### src/rtl/pass_scheduler.sv
// Layer-level sequencer: walks oc (outer) / row (middle) / ic (inner) tiles for one layer,
// issuing one pass_start per pass and advancing on each pass_done.
module pass_scheduler #(
  parameter int CW = 16,
  parameter int RW = 32
) (
  input  logic          clk,
  input  logic          rst_n,
  input  logic          layer_start_i,
  input  logic [1:0]    layer_type_i,
  input  logic [CW-1:0] oc_tiles_i,
  input  logic [CW-1:0] ic_tiles_i,
  input  logic [RW-1:0] out_rows_i,
  input  logic [RW-1:0] tile_rows_i,
  input  logic          pass_done_i,
  output logic          pass_start_o,
  output logic [RW-1:0] On_real_o,
  output logic [CW-1:0] oc_idx_o,
  output logic [RW-1:0] row_base_o,
  output logic [CW-1:0] ic_idx_o,
  output logic          first_ic_o,
  output logic          last_ic_o,
  output logic          busy_o,
  output logic          layer_done_o
);

  typedef enum logic [2:0] {
    S_IDLE,
    S_ISSUE,
    S_WAIT,
    S_ADVANCE,
    S_DONE
  } state_e;

  localparam logic [1:0] LT_DEPTHWISE = 2'd1;

  state_e        state_q, state_d;
  logic [CW-1:0] oc_tiles_q, oc_tiles_d;
  logic [CW-1:0] ic_eff_q, ic_eff_d;
  logic [RW-1:0] out_rows_q, out_rows_d;
  logic [RW-1:0] tile_rows_q, tile_rows_d;
  logic [CW-1:0] oc_idx_q, oc_idx_d;
  logic [CW-1:0] ic_idx_q, ic_idx_d;
  logic [RW-1:0] row_base_q, row_base_d;

  logic [CW-1:0] ic_eff_in;
  logic [RW:0]   row_end;
  logic          row_last;
  logic          ic_last;
  logic          oc_last;
  logic [RW-1:0] rows_left;
  logic          in_pass;

  // Depthwise layers have no input-channel reduction, so exactly one ic tile.
  assign ic_eff_in = (layer_type_i == LT_DEPTHWISE) ? CW'(1) : ic_tiles_i;

  // Extra bit keeps the last-row test correct when row_base + tile_rows wraps RW bits.
  assign row_end   = {1'b0, row_base_q} + {1'b0, tile_rows_q};
  assign row_last  = (row_end >= {1'b0, out_rows_q});
  assign ic_last   = (ic_idx_q == ic_eff_q - CW'(1));
  assign oc_last   = (oc_idx_q == oc_tiles_q - CW'(1));
  assign rows_left = out_rows_q - row_base_q;
  assign in_pass   = (state_q == S_ISSUE) || (state_q == S_WAIT) || (state_q == S_ADVANCE);

  // NOTE: every signal driven here gets a default first, so no path leaves one unassigned and no latch is inferred.
  always_comb begin
    state_d     = state_q;
    oc_tiles_d  = oc_tiles_q;
    ic_eff_d    = ic_eff_q;
    out_rows_d  = out_rows_q;
    tile_rows_d = tile_rows_q;
    oc_idx_d    = oc_idx_q;
    ic_idx_d    = ic_idx_q;
    row_base_d  = row_base_q;

    unique case (state_q)
      S_IDLE: begin
        if (layer_start_i) begin
          oc_tiles_d  = oc_tiles_i;
          ic_eff_d    = ic_eff_in;
          out_rows_d  = out_rows_i;
          tile_rows_d = tile_rows_i;
          oc_idx_d    = '0;
          ic_idx_d    = '0;
          row_base_d  = '0;
          if ((oc_tiles_i == '0) || (ic_eff_in == '0) ||
              (out_rows_i == '0) || (tile_rows_i == '0)) begin
            state_d = S_DONE;
          end else begin
            state_d = S_ISSUE;
          end
        end
      end
      S_ISSUE: state_d = S_WAIT;
      S_WAIT: begin
        if (pass_done_i) state_d = S_ADVANCE;
      end
      S_ADVANCE: begin
        state_d = S_ISSUE;
        if (!ic_last) begin
          ic_idx_d = ic_idx_q + CW'(1);
        end else if (!row_last) begin
          ic_idx_d   = '0;
          row_base_d = row_base_q + tile_rows_q;
        end else if (!oc_last) begin
          ic_idx_d   = '0;
          row_base_d = '0;
          oc_idx_d   = oc_idx_q + CW'(1);
        end else begin
          state_d = S_DONE;
        end
      end
      S_DONE:  state_d = S_IDLE;
      default: state_d = S_IDLE;
    endcase
  end

  // NOTE: sequential state uses non-blocking assignments so every register samples pre-edge values.
  // NOTE: the latched config is a handful of flops, not a memory, so it is reset along with the FSM.
  always_ff @(posedge clk or negedge rst_n) begin
    if (!rst_n) begin
      state_q     <= S_IDLE;
      oc_tiles_q  <= '0;
      ic_eff_q    <= '0;
      out_rows_q  <= '0;
      tile_rows_q <= '0;
      oc_idx_q    <= '0;
      ic_idx_q    <= '0;
      row_base_q  <= '0;
    end else begin
      state_q     <= state_d;
      oc_tiles_q  <= oc_tiles_d;
      ic_eff_q    <= ic_eff_d;
      out_rows_q  <= out_rows_d;
      tile_rows_q <= tile_rows_d;
      oc_idx_q    <= oc_idx_d;
      ic_idx_q    <= ic_idx_d;
      row_base_q  <= row_base_d;
    end
  end

  always_comb begin
    pass_start_o = (state_q == S_ISSUE);
    layer_done_o = (state_q == S_DONE);
    busy_o       = (state_q != S_IDLE);
    oc_idx_o     = oc_idx_q;
    ic_idx_o     = ic_idx_q;
    row_base_o   = row_base_q;
    first_ic_o   = in_pass && (ic_idx_q == '0);
    last_ic_o    = in_pass && ic_last;
    On_real_o    = '0;
    if (state_q != S_IDLE) begin
      On_real_o = (tile_rows_q < rows_left) ? tile_rows_q : rows_left;
    end
  end

endmodule

### config.mk
export PLATFORM = sky130hd
export DESIGN_NAME = pass_scheduler
export DESIGN_NICKNAME = d
export VERILOG_FILES = /design/src/rtl/pass_scheduler.sv
export SDC_FILE = /design/constraint.sdc
export NUM_CORES = 1
export LEC_CHECK = 0
export CORE_UTILIZATION = 25
export DETAILED_ROUTE_END_ITERATION = 10
export MAX_ROUTING_LAYER = met4
export PLACE_DENSITY = 0.43
export SYNTH_ARGS = -nofsm -noshare
export SYNTH_HDL_FRONTEND = slang
export SYNTH_SLANG_ARGS = --single-unit
### constraint.sdc
create_clock -name clk -period 12.3 [get_ports clk]
set_clock_uncertainty 0.2 [all_clocks]
set_input_delay 1.845 -clock clk [delete_from_list [all_inputs] [get_ports clk]]
set_output_delay 1.845 -clock clk [all_outputs]
set_load 0.005 [all_outputs]
# After elaboration in Yosys (flattened, before gate mapping)
# Index checks and enable logic that the tools add are counted.
[op_classes]
add_sub_neg = 7
magnitude_cmp = 2
n_eq_ne = 14
n_reduce_logical = 20
n_mux = 24
[ops]
columns = ["cell", "count"]
rows = [
  ["2-to-1 mux 32 bit", 6],
  ["2-to-1 mux 16 bit", 8],
  ["zero test 32 bit", 2],
  ["case mux 16 bit (2 select lines)", 2],
  ["case mux 32 bit (2 select lines)", 1],
  ["zero test 16 bit", 3],
  ["adder 32 x 32 -> 33 bit", 1],
  ["greater-or-equal comparator 33 x 32 -> 1 bit", 1],
  ["adder 16 x 1 -> 16 bit (second input constant)", 2],
  ["adder 32 bit", 1],
  ["== test 16 bit", 2],
  ["less-than comparator 32 bit", 1],
  ["subtractor 16 x 1 -> 16 bit (second input constant)", 2],
  ["subtractor 32 bit", 1],
  ["2-to-1 mux 3 bit", 6],
  ["case mux 3 bit (4 select lines)", 1],
  ["inequality test 2 bit (second input constant)", 5],
  ["== test 3 x 2 -> 1 bit (second input constant)", 2],
  ["logical OR 1 bit", 5],
  ["AND reduction 5 bit", 1],
  ["inequality test 4 bit (second input constant)", 1],
  ["AND reduction 2 bit", 2],
  ["AND reduction 4 bit", 1],
  ["== test 3 x 1 -> 1 bit (second input constant)", 1],
  ["other kinds (8)", 9],
]
[totals]
regBits = 163

# Longest topological paths before layout
[logic_depth]
depth_word = 9
mapped_depth = 24

# Worst setup path after synthesis
# Ideal clock, no wire load.
[synth_path]
path_type = "register to output"
start = "register out_rows_q[0]"
end = "output On_real_o[10]"
t_arrival_ns = 4.729
slack_ns = 5.526
required_time_ns = 10.255
path_stages_with_launch = 22
path_cell_list = "dfrtp_1 inv_1 ha_1 inv_1 fa_1 a211oi_1 o211ai_1 a32oi_1 o211ai_1 a31o_2 a31oi_1 o2111ai_1 xnor2_1 ha_1 nand4_1 nor3_1 nand2_1 o211ai_1 buf_1 buf_1 mux2i_1 and2_1"
[synth_between]
elab_chain_cells = 4
[synth_lines]
columns = ["item", "line", "rtl"]
rows = [
  ["start, declared", "40", "logic [RW-1:0] out_rows_q, out_rows_d;"],
  ["start signal, assigned", "134", "out_rows_q <= out_rows_d;"],
  ["subtractor 32 bit (*)", "62", "assign rows_left = out_rows_q - row_base_q;"],
  ["less-than comparator 32 bit", "153", "On_real_o = (tile_rows_q < rows_left) ? tile_rows_q : rows_left;"],
  ["2-to-1 mux 32 bit (*)", "153", ""],
  ["2-to-1 mux 32 bit (*)", "152", "if (state_q != S_IDLE) begin"],
  ["end, declared", "17", "output logic [RW-1:0] On_real_o,"],
]
# Mark *: on every way between the ends. The rest lies on a longest branch, timed or not.

# Worst setup path after layout
[layout_path]
start = "register row_base_q[1] (netlist: row_base_o[1])"
end = "output On_real_o[31]"
[layout_between]
elab_chain_cells = 4
[layout_lines]
columns = ["item", "line", "rtl"]
rows = [
  ["start, declared", "44", "logic [RW-1:0] row_base_q, row_base_d;"],
  ["start signal, assigned", "138", "row_base_q <= row_base_d;"],
  ["subtractor 32 bit (*)", "62", ""],
  ["less-than comparator 32 bit", "153", ""],
  ["2-to-1 mux 32 bit (*)", "153", ""],
  ["2-to-1 mux 32 bit (*)", "152", ""],
]
# Marks and branches as above.

==> impl_metrics.toml <==
[run_status]
outcome = "completed"

[grt]
grt.total_usage = 0.1920
grt.overflow.total = 0
grt_pass1_wl_um = 74260
grt_antenna_before_repair = 1
grt_max_degree = 97
first_global_vias = 12260

[logic_synthesis]
syn-num-nets = 1820
ys_types = 69
synth_edf_count = 0
ys_dominant_reg_cell = "dfrtp_1"
synth_xor_area_frac = 0.06437
synth_compound_area_frac = 0.2031
ys_seq_area_frac = 0.3123
syn-instance-count = 1585
syn_area_per_cell_um2 = 8.241
muxShareOfSynthArea = 0.02232
ys_ff_latch = 163
synth_top_family_by_area = "simple AND/OR/NAND/NOR gates"
ys_warn_count = 0
synthArstFlopShare = 1.000
synthAdderAreaFrac = 0.1285
synth-simple-area-share = 0.2129
syn_area_um2 = 13060

[detailed_routing]
wl_um = 48510
met2_wirelength_um = 21960
met3RoutedLength_um = 2074
drt-met1-wl_um = 23640
avgViaCountPerCell = 5.032
drtIter0Drc = 891
routedWlPerCell_um = 19.87
antenna_left = 0
routed.top_layer = "met4"
vias = 12280
dr.pass1.iters = 6
drc_errors = 0

[setup_path]
start_kind = "register"
r2r-end = "row_base_o[3]"
crit_required_ps = 10260
r2r_slack_ps = 5410
critPathCaptureType = "primary output"
crit_path_max_fanout = 14
r2r_cells = 22
rr_startpoint = "tile_rows_q[0]"
crit_type = "reg2out"
cp.arrival_ps = 6210

[clocking]
cts_tree = "done"
hold_buffers = 0
cts_max_level = 4
cts_made_buffers = 17
clock_sinks = 163
clk_pin_slew_ps = 70
worstSkewPairLatency_ps = 510
clockRootBuffer = "clkbuf_16"
ctsResizeCount = 0
post-cts-setup-buffers = 0
clockBufferDepth = 2

[worst_hold_path]
worstHoldEndpoint = "ic_eff_q[15]"
hold_depth = 2
min_path_type = "reg2reg"
min_from = "ic_eff_q[15]"

[placed_design]
dpl-instance-area_um2 = 15760
gp_congestion = 0.8780
port_buffers = 202
place_hpwl_um = 37860

[power]
vdd_drop_max_mv = 0.1713
total_power_mw = 4.599
p_leak_nw = 7.142
p_per_area_nw_per_um2 = 281.4

[floorplanning]
die_area_um2 = 53170
die_height_um = 230.6
core-area_um2 = 51510
die_x_um = 230.6
top_level_ports = 203
start_util = 0.2536
row_count = 83

[sta]
fin_setup_tns_ps = 0
fmaxAchievable_ghz = 0.1211
slew_headroom = 0.2238
setup-violations-final = 0
tightest_slew_ps = 1163
grt_setup_unrepaired = "no"
post-route-min-period_ps = 8257
finalHoldViolCount = 0
finalCritPeriodShare = 0.6713
finalMaxSlewViolations = 0

[layout]
drive_above_1_share = 0.03464
diodes = 0
n_fill_cell = 5542
final_nets = 1984
fin_util = 0.3173
area_growth_pct = 25.12
fin_area_um2 = 16340

[job]
cap_violations = 0
==> worst max path at each step <==
stage | from | endpoint | slack (ps)
finish | row_base_o[1] | On_real_o[31] | 4040
global route | out_rows_q[0] | On_real_o[0] | 3570
CTS | out_rows_q[0] | On_real_o[6] | 4040
detailed placement | row_base_o[1] | On_real_o[31] | 4650
global placement | out_rows_q[0] | On_real_o[31] | 4620
floorplan | out_rows_q[0] | On_real_o[10] | 5530
==> synthesized netlist by cell type (all sizes together) (36+ instances only) <==
| library cell | instances | area (um^2) |
|---|---|---|
| xor2 | 36 | 315.3 |
| a21o | 44 | 330.3 |
| clkbuf | 59 | 222.7 |
| nand2 | 235 | 884.6 |
| nor2 | 52 | 195.2 |
| dfrtp | 163 | 4079 |
| o21ai | 125 | 625.6 |
| xnor2 | 60 | 525.5 |
| nand3 | 55 | 275.3 |
| ha | 131 | 1639 |
| a21oi | 78 | 390.4 |
| inv | 126 | 473.0 |
==> critical path, stage by stage, from the launching register on <==
cell and delay [ps]:
dfrtp_1 420, inv_1 160, ha_1 250, nor2b_1 140
o31a_1 260, o31a_1 280, a41oi_1 600, o211ai_1 260
o21a_1 200, a31oi_1 220, xor2_1 310, ha_1 320
a21o_1 160, a21o_1 190, a21oi_1 140, o21ai_0 90
a21o_1 180, a21oi_1 150, o211ai_1 120, buf_4 230
mux2i_1 320, and2_1 190, clkdlybuf4s50_1 510
==> power by group <==
part           internal [mW]  switching [mW]
clock                  0.309           0.256
sequential             0.724           0.291
combinational           1.39            1.63
total                   2.42            2.18
==> metal layers <==
layer / GRT usage / up-vias
li1: - / 5992
met1: 0.2580 / 5949
met2: 0.2937 / 299
met3: 0.03508 / 43
met4: 0.05339 / 0
met5: - / -
==> stage by stage <==
stage	std cells	hold slack, ps	setup slack [ps]
after global placement	2410	275.4	4618
after global routing	2441	346.7	3571
final	2441	297.7	4043
after detailed placement	2410	284.9	4647
after floorplan	1585	259.6	5526
after CTS	2441	303.1	4037
==> sequential cells by signal, summed over array words and instances (netlist names) <==
| signal | cells |
|---|---|
| oc_tiles_q | 16 |
| state_q | 3 |
| out_rows_q | 32 |
| tile_rows_q | 32 |
| ic_eff_q | 16 |
| oc_idx_o | 16 |
| ic_idx_o | 16 |
| row_base_o | 32 |
==> layout make-up <==
class / count / area (um^2) / share of cell area
clock inverters: 10 / 125.1 / 0.007656
inverters: 126 / 473.0 / 0.02894
flip-flops and latches: 163 / 4079 / 0.2496
multi-input cells: 1230 / 8264 / 0.5057
well taps: 680 / 850.8 / 0.05206
repair buffers: 211 / 2091 / 0.1279
clock buffers: 21 / 460.4 / 0.02817
==> logic make-up (layout without fill, tap and decap cells) <==
logic type                 Yosys count  after routing
buffers and inverters              192            368
xor gates and xnor gates            96             96
adders and majority gates          133            133
muxes                               29             29
AOI/OAI and AO/OA                  409            409
and+or+nand+nor                    563            563
DFF                                163            163
==> cells in the final DEF (no fill, tap or decap), drive strengths merged, types with 14 or more instances in the layout <==
cell type / netlist / routed
nor4: 35 / 35
a21o: 44 / 44
or4: 14 / 14
nand4: 28 / 28
nor2: 52 / 52
a21oi: 78 / 78
dfrtp: 163 / 163
and2: 35 / 35
o21ai: 125 / 125
clkbuf: 59 / 21
o211ai: 21 / 21
xnor2: 60 / 60
nand2: 235 / 235
mux2i: 28 / 28
a211oi: 16 / 16
nor3: 30 / 30
nand3: 55 / 55
clkdlybuf4s50: 0 / 201
ha: 131 / 131
xor2: 36 / 36
nor2b: 18 / 18
inv: 126 / 128
a22o: 34 / 34
No activity file was read; power rests on OpenSTA's default activity.
